<file path="src/rtl/sub_txn_ctrl.sv">
`timescale 1ns/1ps
`default_nettype none
// ============================================================================
// Module   : sub_txn_ctrl
// Brief    : AXI4 subordinate transaction controller. Captures AW/W/AR
//            transfers from the RX endpoints, arbitrates writes against reads
//            round-robin, drives the local memory port and launches B/R
//            responses through the TX endpoints.
// Revision : 1.0 - initial release
// ============================================================================
module sub_txn_ctrl #(
  parameter int DATA_W    = 32,
  parameter int ADDR_W    = 32,
  parameter int MEM_BYTES = 4096
) (
  input  logic                         ACLK,
  input  logic                         ARESET,
  input  logic                         aw_new,
  input  logic [ADDR_W-1:0]            aw_addr,
  output logic                         aw_hold,
  input  logic                         w_new,
  input  logic [DATA_W-1:0]            w_data,
  output logic                         w_hold,
  input  logic                         ar_new,
  input  logic [ADDR_W-1:0]            ar_addr,
  output logic                         ar_hold,
  output logic                         b_en,
  output logic [1:0]                   b_resp,
  input  logic                         b_done,
  output logic                         r_en,
  output logic [DATA_W-1:0]            r_data,
  output logic [1:0]                   r_resp,
  input  logic                         r_done,
  output logic                         mem_en,
  output logic                         mem_we,
  output logic [$clog2(MEM_BYTES)-1:0] mem_addr,
  output logic [DATA_W-1:0]            mem_wdata,
  input  logic [DATA_W-1:0]            mem_rdata,
  output logic                         proto_err
);

  localparam int                c_NB         = DATA_W / 8;
  localparam int                c_AW         = $clog2(MEM_BYTES);
  localparam logic [1:0]        c_OKAY       = 2'b00;
  localparam logic [1:0]        c_SLVERR     = 2'b10;
  localparam logic [ADDR_W-1:0] c_ALIGN_MASK = ~ADDR_W'(c_NB - 1);
  localparam logic [ADDR_W:0]   c_NB_EXT     = (ADDR_W+1)'(c_NB);
  localparam logic [ADDR_W:0]   c_LIMIT      = (ADDR_W+1)'(MEM_BYTES);

  typedef enum logic [2:0] {
    S_IDLE    = 3'd0,
    S_WR_MEM  = 3'd1,
    S_WR_RESP = 3'd2,
    S_RD_MEM  = 3'd3,
    S_RD_WAIT = 3'd4,
    S_RD_RESP = 3'd5
  } state_t;

  state_t            r_state;
  state_t            w_next;

  logic              r_aw_pend;
  logic [ADDR_W-1:0] r_aw_q;
  logic              r_w_pend;
  logic [DATA_W-1:0] r_w_q;
  logic              r_ar_pend;
  logic [ADDR_W-1:0] r_ar_q;
  logic              r_proto_err;
  logic              r_last_rd;
  logic              r_rd_ok;
  logic [1:0]        r_b_resp;
  logic [1:0]        r_r_resp;
  logic [DATA_W-1:0] r_r_data;

  logic              w_wr_elig;
  logic              w_rd_elig;
  logic              w_grant_wr;
  logic              w_grant_rd;
  logic              w_wr_ok;
  logic              w_rd_ok;

  // The end of the aligned word is computed one bit wider so high addresses cannot wrap into range.
  function automatic logic f_in_range(input logic [ADDR_W-1:0] addr);
    return ({1'b0, addr & c_ALIGN_MASK} + c_NB_EXT) <= c_LIMIT;
  endfunction

  assign w_wr_ok    = f_in_range(r_aw_q);
  assign w_rd_ok    = f_in_range(r_ar_q);
  assign w_wr_elig  = r_aw_pend & r_w_pend;
  assign w_rd_elig  = r_ar_pend;
  // On contention the side that did not win last time goes first.
  assign w_grant_wr = (r_state == S_IDLE) & w_wr_elig & (~w_rd_elig | r_last_rd);
  assign w_grant_rd = (r_state == S_IDLE) & w_rd_elig & (~w_wr_elig | ~r_last_rd);

  assign aw_hold   = r_aw_pend;
  assign w_hold    = r_w_pend;
  assign ar_hold   = r_ar_pend;
  assign proto_err = r_proto_err;
  assign b_resp    = r_b_resp;
  assign r_resp    = r_r_resp;
  assign r_data    = r_r_data;

  // State register.
  always_ff @(posedge ACLK or posedge ARESET) begin
    if (ARESET) r_state <= S_IDLE;
    else        r_state <= w_next;
  end

  // Next-state decode plus memory strobes and TX enables.
  always_comb begin
    w_next    = r_state;
    mem_en    = 1'b0;
    mem_we    = 1'b0;
    mem_addr  = '0;
    mem_wdata = '0;
    b_en      = 1'b0;
    r_en      = 1'b0;
    case (r_state)
      S_IDLE: begin
        if (w_grant_wr)      w_next = S_WR_MEM;
        else if (w_grant_rd) w_next = S_RD_MEM;
      end
      S_WR_MEM: begin
        if (w_wr_ok) begin
          mem_en    = 1'b1;
          mem_we    = 1'b1;
          mem_addr  = c_AW'(r_aw_q & c_ALIGN_MASK);
          mem_wdata = r_w_q;
        end
        w_next = S_WR_RESP;
      end
      S_WR_RESP: begin
        b_en = 1'b1;
        if (b_done) w_next = S_IDLE;
      end
      S_RD_MEM: begin
        if (w_rd_ok) begin
          mem_en   = 1'b1;
          mem_addr = c_AW'(r_ar_q & c_ALIGN_MASK);
        end
        w_next = S_RD_WAIT;
      end
      S_RD_WAIT: w_next = S_RD_RESP;
      S_RD_RESP: begin
        r_en = 1'b1;
        if (r_done) w_next = S_IDLE;
      end
      default: w_next = S_IDLE;
    endcase
  end

  // Capture RX transfers; a pulse on a channel that is still pending is dropped and flagged.
  always_ff @(posedge ACLK or posedge ARESET) begin
    if (ARESET) begin
      r_aw_pend   <= 1'b0;
      r_aw_q      <= '0;
      r_w_pend    <= 1'b0;
      r_w_q       <= '0;
      r_ar_pend   <= 1'b0;
      r_ar_q      <= '0;
      r_proto_err <= 1'b0;
    end else begin
      if (aw_new && !r_aw_pend) begin
        r_aw_pend <= 1'b1;
        r_aw_q    <= aw_addr;
      end else if (r_state == S_WR_MEM) begin
        r_aw_pend <= 1'b0;
      end
      if (w_new && !r_w_pend) begin
        r_w_pend <= 1'b1;
        r_w_q    <= w_data;
      end else if (r_state == S_WR_MEM) begin
        r_w_pend <= 1'b0;
      end
      if (ar_new && !r_ar_pend) begin
        r_ar_pend <= 1'b1;
        r_ar_q    <= ar_addr;
      end else if (r_state == S_RD_MEM) begin
        r_ar_pend <= 1'b0;
      end
      if ((aw_new && r_aw_pend) || (w_new && r_w_pend) || (ar_new && r_ar_pend))
        r_proto_err <= 1'b1;
    end
  end

  // Arbitration history and response registers; the read range result is kept
  // because ar_q may be reloaded by a new AR while the read is in flight.
  always_ff @(posedge ACLK or posedge ARESET) begin
    if (ARESET) begin
      r_last_rd <= 1'b1;
      r_rd_ok   <= 1'b0;
      r_b_resp  <= c_OKAY;
      r_r_resp  <= c_OKAY;
      r_r_data  <= '0;
    end else begin
      if (w_grant_wr || w_grant_rd) r_last_rd <= w_grant_rd;
      if (r_state == S_WR_MEM) r_b_resp <= w_wr_ok ? c_OKAY : c_SLVERR;
      if (r_state == S_RD_MEM) r_rd_ok <= w_rd_ok;
      if (r_state == S_RD_WAIT) begin
        r_r_data <= r_rd_ok ? mem_rdata : '0;
        r_r_resp <= r_rd_ok ? c_OKAY : c_SLVERR;
      end
    end
  end

endmodule
`default_nettype wire
</file>
<file path="config.mk">
export PLATFORM = sky130hd
export DESIGN_NAME = sub_txn_ctrl
export DESIGN_NICKNAME = d
export VERILOG_FILES = /design/src/rtl/sub_txn_ctrl.sv
export SDC_FILE = /design/constraint.sdc
export NUM_CORES = 1
export LEC_CHECK = 0
export BUFFER_PORTS_ARGS = -buffer_cell sky130_fd_sc_hd__buf_2
export CAP_MARGIN = 10
export CORE_UTILIZATION = 35
export CTS_BUF_LIST = sky130_fd_sc_hd__clkbuf_4 sky130_fd_sc_hd__clkbuf_8
export DETAILED_ROUTE_END_ITERATION = 7
export PLACE_DENSITY = 0.64
export RECOVER_POWER = 100
export SLEW_MARGIN = 20
export SYNTH_ARGS = -nofsm -noshare
export SYNTH_HDL_FRONTEND = slang
export SYNTH_SLANG_ARGS = --single-unit
</file>
<file path="constraint.sdc">
create_clock -name ACLK -period 4.1 [get_ports ACLK]
set_input_delay 0.41 -clock ACLK [delete_from_list [all_inputs] [get_ports ACLK]]
set_output_delay 0.41 -clock ACLK [all_outputs]
set_load 0.01 [all_outputs]
</file>
Yosys cells after proc, flatten, opt, wreduce, memory -nomap -nowiden. Index checks and enable logic that the tools add are counted.

Flip-flop bits (word level): 141. Bits of input ports: 135. Output and inout bits: 88. Word-level logic and storage cells: 76.

Add/subtract/negate cells: 2. $lt $le $gt $ge: 2. Equal/unequal tests: 8. Muxes and demuxes: 24. Bitwise logic cells: 10. Reductions and logical operators: 17.

Operators with widths (count): $mux 32 (3); $add 32x3->33 const B (2); $le 33x13->1 const B (2); $mux 12 (2); $pmux 12 s2 (1); $pmux 3 s6 (1); $mux 3 (4); $mux 1 (10); $eq 3x2->1 const B (2); $eq 3x3->1 const B (2); $logic_and 1x1->1 (6); $reduce_bool 2->1 (3); $and 1x1->1 (5); $mux 2 (2); $ne 2x2->1 const B (2); $eq 3x1->1 const B (1); $logic_not 1->1 (3); $logic_not 3->1 (1); $logic_or 1x1->1 (3); $ne 3x3->1 const B (1); $not 1->1 (3); $reduce_and 3->1 (1); $or 1x1->1 (2); $pmux 1 s2 (1).

Depth between registers and ports, before layout. Gate-level depths: netlist of run 1.

Depth after elaboration: 7. Depth in mapped cells: 8. Gate-level depth less buffers: 6.

Worst setup path after synthesis of run 1. OpenSTA, ideal clock, no wires.

Path type: reg2out. Start point: register r_aw_q[5]. End point: output mem_en. Data arrival time: 2.315 ns. Data required time: 3.690 ns. Path slack: 1.375 ns. Cell stages (with the launch flop): 9. Buffers on the path: 2. Path through: dfrtp_1 -> nand4_1 -> or4_4 -> or4_1 -> a22o_1 -> and4_1 -> buf_6 -> buf_6 -> o21bai_1.

Longest elaborated chain between the ends: 4.

Ends and longest elaborated chain: start: declaration (line 63) `logic [ADDR_W-1:0] r_aw_q;`; start signal: assignment (line 165) `r_aw_q <= aw_addr;`; $add 32x3->33 (line 84) `return ({1'b0, addr & c_ALIGN_MASK} + c_NB_EXT) <= c_LIMIT;`; $le 33x13->1 (line 84); $mux 1 (line 124) `if (w_wr_ok) begin`; $pmux 1 s2 (line 118) `case (r_state)`; end: declaration (line 34) `output logic mem_en,`.

No other way between the ends.

Worst setup path after layout of run 1.
Start point: register r_ar_q[17]. End point: output mem_addr[10].

Longest elaborated chain between the ends: 4.

Ends and longest elaborated chain: start: declaration (line 67) `logic [ADDR_W-1:0] r_ar_q;`; start signal: assignment (line 177) `r_ar_q <= ar_addr;`; $add 32x3->33 (line 84); $le 33x13->1 (line 84); $mux 12 (line 137) `if (w_rd_ok) begin`; $pmux 12 s2 (line 118); end: declaration (line 36) `output logic [$clog2(MEM_BYTES)-1:0] mem_addr,`.

No other way between the ends.

==> results_dict.tcl, run 1 <==
set metrics [dict create \
    cts-resized-gates 0 \
    cts_tree "yes" \
    synth-async-reset-ratio 1.00 \
    power.leakage_nw 3.27 \
    placed_area_sq_um 7470 \
    antenna_left 0 \
    cp_data_arrival_time_ps 3240 \
    clkTransAtPathRegs_ps 80 \
    placed_cells 975 \
    wl_per_cell_um 15.1 \
    clock_sinks 135 \
    violations "max-capacitance violations, max-slew violations" \
    seq_area_frac_synth 0.544 \
    slew_viol_final 166 \
    power_mw 4.98 \
    wirelength_um 15100 \
    slew_headroom -0.433 \
    crit_required_ps 3690 \
    numCtsBuffers 17 \
    synth_warnings 0 \
    via_per_inst 4.96 \
    fp.dieArea_sq_um 18300 \
    postCtsSetupBuffers 0 \
    hpwl_um 10900 \
    final_util 0.447 \
    cts_buffer_depth 2 \
    synth_area_sq_um 6220 \
    drt_iter0_markers 205 \
    critPathLaunchType "register" \
    ys_ff_latch 135 \
    period_needed_ps 3650 \
    first_pass_iters 5 \
    drc 0 \
    hold_path.class "in2reg" \
    core-area_sq_um 17300 \
    grt_overflow 0 \
    power_per_cell_area_nw_per_um2 645 \
    ir_drop_mv 0.310 \
    routabilityCongestion 0.790 \
    rsz0062_at_grt "false" \
    instances_no_fill 1006 \
    clock_skew_ps 15.5 \
    rows 48 \
    cp_max_fo 11 \
    grt_max_degree 100 \
    die_w_um 135 \
    insertion_delay_ps 440 \
    first_global_vias 4737 \
    cts_max_level 4 \
    fin_area_sq_um 7720 \
    ys_types 52 \
    antenna_found_initial 0 \
    holdWs_ps 192 \
    crit_type "reg2out" \
    drv_cap 3 \
    synth_edf_count 0 \
    area_delta_synth_final_pct 24.2 \
    synth_top_flop_cell "dfrtp_1" \
    fin_crit_sh 0.890 \
    syn_inst 561 \
    io_buffer_count 214 \
    postCtsHoldBufs 0 \
    io_pins 223 \
    pre_cts_ws_ps 993 \
    end_kind "output port" \
    vias 4985 \
    postSynthAreaPerCell_sq_um 11.1 \
    setup_tns_ps 0 \
    nets 904 \
    initial_core_util 0.359 \
    die_height_um 135 \
    setup_viol 0 \
    cts_root_buf "clkbuf_8" \
    grt_pass1_wl_um 24200 \
    finalHoldViolCount 0 \
    tightest_slew_ps 2150 \
    diodes 0 \
    drive_above_1_share 0.347 \
    groute.usage.overall 0.170 \
    final.setup.worst_slack_ps 452 \
    status "finished with violations" \
    fmax_mhz 274 \
]
[placed cells by master (no fill, tap or decap), types with 2 or more instances in the layout]
cell	count
buf_2	135
dfrtp_1	133
mux2_2	93
clkbuf_1	85
nand2_1	83
o21ai_0	40
nand3_1	28
and2_1	26
clkbuf_8	20
nand4_1	13
o22ai_1	10
nor2_1	9
nor3_1	8
a21oi_1	8
and4_1	6
and2_0	6
clkinvlp_4	6
nor4_1	4
conb_1	4
xor2_1	3
or2_2	3
a211oi_1	3
or4_1	3
a21o_1	3
clkinv_2	3
nor2b_2	2
and3_1	2
o211ai_1	2
nand3b_1	2
a41oi_1	2
xnor2_1	2
inv_1	2
nor3b_1	2
or3_1	2
a22oi_1	2
buf_4	2
[synth_stat cells (2+ instances only)]
| cell type | number | area share |
|---|---|---|
| nor4_1 | 4 | 0.0040 |
| nand4_1 | 13 | 0.013 |
| o211ai_1 | 2 | 0.0024 |
| clkbuf_1 | 27 | 0.016 |
| or4_1 | 3 | 0.0036 |
| buf_4 | 4 | 0.0048 |
| xnor2_1 | 2 | 0.0028 |
| nand3_1 | 28 | 0.023 |
| nand3b_1 | 2 | 0.0024 |
| o21ai_0 | 40 | 0.032 |
| or3_1 | 2 | 0.0020 |
| nand2_1 | 83 | 0.050 |
| nor2_1 | 9 | 0.0054 |
| dfrtp_1 | 134 | 0.54 |
| buf_6 | 4 | 0.0072 |
| nor3b_1 | 2 | 0.0024 |
| a21o_1 | 3 | 0.0036 |
| and2_1 | 32 | 0.032 |
| mux2_2 | 93 | 0.17 |
| and4_1 | 6 | 0.0085 |
| a41oi_1 | 2 | 0.0028 |
| nor2b_1 | 3 | 0.0030 |
| inv_1 | 3 | 0.0018 |
| xor2_1 | 3 | 0.0042 |
| nor3_1 | 8 | 0.0064 |
| a21oi_1 | 8 | 0.0064 |
| and3_1 | 2 | 0.0020 |
| o22ai_1 | 10 | 0.010 |
| or2_2 | 3 | 0.0030 |
| a22oi_1 | 2 | 0.0024 |
| a211oi_1 | 3 | 0.0036 |
[worst max-delay path, cell delays in order, from the launching register on]
cell       delay [ps]
dfrtp_1           390
nand4_1           110
nor3_1            610
and4_1            300
a2bb2oi_1         750
nand3_1           170
o22ai_1           290
clkbuf_1          190
[final cells by class]
type                       instances  area [sq um]
fill                            1736          9570
multi-input combinational        390          2660
sequential                       135          3380
clock inverter                    11           100
inverter                           3          15.0
clock buffer                      20           275
tap                              225           282
timing repair buffer             222          1010
[report_power, final]
part / leakage (nW) / switching [mW] / internal (mW) / total (mW)
Sequential: 1.64 / 0.529 / 1.97 / 2.50
Clock: 0.179 / 0.518 / 0.523 / 1.04
Combinational: 1.45 / 0.670 / 0.773 / 1.44
Total: 3.27 / 1.72 / 3.26 / 4.98
[layer usage]
metal	GRT usage	share of wire	up-vias
li1	-	-	2403
met1	0.228	0.46	2418
met2	0.263	0.47	150
met3	0.0520	0.062	14
met4	0.0512	0.011	0
met5	0	0	-
[registers in the layout (all words and copies together), names as in the netlist]
name / count
ar_hold: 1
aw_hold: 1
b_resp: 1
proto_err: 1
r_ar_q: 30
r_aw_q: 30
r_data: 32
r_last_rd: 1
r_rd_ok: 1
r_resp: 1
r_state: 3
r_w_q: 32
w_hold: 1
[worst paths after layout]
kind | depth (start not counted) | start | end | slack (ps)
max | 7 | r_ar_q[17]$_DFFE_PP0P_ | mem_addr[10] | 450
min | 2 | ar_addr[12] | r_ar_q[12]$_DFFE_PP0P_ | 190
max reg2reg | 3 | aw_hold$_DFFE_PP0P_ | r_aw_q[9]$_DFFE_PP0P_ | 1340
min reg2reg | 2 | r_data[26]$_DFFE_PP0N_ | r_data[26]$_DFFE_PP0N_ | 480
max in group asynchronous | 3 | ARESET | r_ar_q[25]$_DFFE_PP0P_ | 1770
min in group asynchronous | 2 | ARESET | r_w_q[16]$_DFFE_PP0P_ | 610
[logic make-up (layout without fill, tap and decap cells)]
kind of cell	after synthesis	after routing	synth area share
buffers and inverters	39	256	0.0310
XOR/XNOR	5	5	0.00704
flip-flops	135	135	0.544
AO/OA/AOI/OAI	82	82	0.0799
other	1	4	0.000603
AND/OR/NAND/NOR	205	205	0.168
multiplexers	94	94	0.170
(Power assumes the default switching activity.)
==> inputs of run 2 (changes only) <==
--- a/config.mk
+++ b/config.mk
@@ -7,10 +7,10 @@
 export LEC_CHECK = 0
 export BUFFER_PORTS_ARGS = -buffer_cell sky130_fd_sc_hd__buf_2
 export CAP_MARGIN = 10
-export CORE_UTILIZATION = 35
+export CORE_UTILIZATION = 47
 export CTS_BUF_LIST = sky130_fd_sc_hd__clkbuf_4 sky130_fd_sc_hd__clkbuf_8
 export DETAILED_ROUTE_END_ITERATION = 7
-export PLACE_DENSITY = 0.64
+export PLACE_DENSITY = 0.81
 export RECOVER_POWER = 100
 export SLEW_MARGIN = 20
 export SYNTH_ARGS = -nofsm -noshare
==> results_dict.tcl, run 2 (synthesis gave the netlist of run 1 again) <==
set metrics [dict create \
    status "finished with violations" \
    violations "max-capacitance violations, max-slew violations" \
    worst_path_max_delay_cell "or4_1" \
    vias 4902 \
    clkTransAtPathRegs_ps 80 \
    grt_max_degree 70 \
    period_needed_ps 3620 \
    reg2reg_to "r_ar_q[28]$_DFFE_PP0P_" \
    core-area_sq_um 12800 \
    grt_overflow 0 \
    first_pass_iters 6 \
    hpwl_um 10000 \
    path_buf_inv 2 \
    crit_type "reg2out" \
    rows 41 \
    insertion_delay_ps 450 \
    rsz0062_at_grt "false" \
    end_kind "output port" \
    setup_viol 0 \
    clock_sinks 135 \
    fin_crit_sh 0.882 \
    ir_drop_mv 0.387 \
    hold_path.class "in2reg" \
    wl_per_cell_um 14.6 \
    slowest_delay_ps 510 \
    cts_root_buf "clkbuf_8" \
    cts_max_level 4 \
    drc 0 \
    final.setup.worst_slack_ps 484 \
    clkPwrFrac 0.208 \
    postCtsSetupBuffers 0 \
    drt_iter0_markers 196 \
    holdWs_ps 181 \
    area_delta_synth_final_pct 22.9 \
    initial_core_util 0.487 \
    finalHoldViolCount 0 \
    cp_max_fo 33 \
    path_cells "or3b_1 > or4_1 > a222oi_1 > and4_1 > buf_4 > and2_1 > clkbuf_1" \
    grt_pass1_wl_um 21100 \
    critPathLaunchType "register" \
    fmax_mhz 277 \
    cts-resized-gates 0 \
    power.internal_mw 3.27 \
    io_buffer_count 214 \
    numCtsBuffers 17 \
    tightest_slew_ps 2960 \
    slew_viol_final 202 \
    crit_family "simple AND/OR/NAND/NOR gates" \
    antenna_found_initial 2 \
    pre_cts_ws_ps 973 \
    drv_cap 4 \
    die_w_um 117 \
    holdPathStages 2 \
    placed_cells 920 \
    nets 902 \
    drive_above_1_share 0.344 \
    slew_headroom -0.984 \
    r2r.worst_path.cells 3 \
    via_per_inst 5.15 \
    worstHoldEndpoint "r_w_q[23]$_DFFE_PP0P_" \
    min-delay-start "w_data[23]" \
    cp_data_arrival_time_ps 3210 \
    die_height_um 117 \
    wirelength_um 13900 \
    clock_skew_ps 7.81 \
    power_per_cell_area_nw_per_um2 650 \
    instances_no_fill 952 \
    power.leakage_nw 3.27 \
    p_seq_frac 0.503 \
    nFillCells 1124 \
    fp.dieArea_sq_um 13700 \
    antenna_left 0 \
    io_pins 223 \
    p_sw_mw 1.69 \
    cts_buffer_depth 2 \
    cts_tree "yes" \
    power_mw 4.96 \
    postCtsHoldBufs 0 \
    layout_common_cells "dfrtp_1 (133), buf_2 (133), mux2_2 (92)" \
    reg2reg_from "ar_hold$_DFFE_PP0P_" \
    crit_required_ps 3690 \
    pwr-share-comb 0.289 \
    first_global_vias 4379 \
    p_sw_frac 0.340 \
    setup_tns_ps 0 \
    ff2ff_setup_slack_ps 1480 \
    routabilityCongestion 0.824 \
    groute.usage.overall 0.205 \
]
run 2: cell type report:
type | count | area [sq um] | share of cell area
diodes | 1 | 2.50 | 0.000328
clock buffers | 23 | 298 | 0.0390
clock inverters | 8 | 73.8 | 0.00966
inverters | 3 | 12.5 | 0.00164
multi-input cells | 390 | 2660 | 0.348
flip-flops and latches | 135 | 3380 | 0.443
well taps | 172 | 215 | 0.0282
repair buffers | 220 | 998 | 0.131
run 2: through the flow:
step | util | area [sq um]
floorplan | - | 6230
global placement | 0.579 | 7390
detailed placement | 0.579 | 7390
CTS | 0.608 | 7760
global route | 0.598 | 7640
finish | 0.598 | 7640
run 2: worst max-delay path by stage:
stage	to	cells past startpoint	from
floorplan	ar_hold$_DFFE_PP0P_	1	ARESET
global placement	mem_wdata[3]	7	r_state[2]$_DFFE_PP0P_
detailed placement	mem_wdata[4]	7	r_state[2]$_DFFE_PP0P_
CTS	mem_wdata[4]	7	r_state[2]$_DFFE_PP0P_
global route	mem_wdata[15]	7	r_state[0]$_DFFE_PP0P_
finish	mem_wdata[4]	7	r_state[0]$_DFFE_PP0P_
run 2: metal layers:
layer / wire length [um] / GRT usage
met5: 13 / 0
met3: 834 / 0.0654
met1: 6270 / 0.261
met2: 6560 / 0.322
met4: 262 / 0.0869
run 2: power groups by stage:
stage               sequential (mW)  clock [mW]  combinational [mW]
detailed placement             2.51           0                1.50
floorplan                      2.41           0                1.07
global route                   2.60        1.11                1.61
CTS                            2.49        1.06                1.50
global placement               2.47           0                1.45
finish                         2.50        1.03                1.44
run 2: worst reg2reg max path, stage by stage, from the launching register on:
cell,delay (ps)
dfrtp_1,460
nor2b_1,720
clkbuf_1,900
mux2_2,430
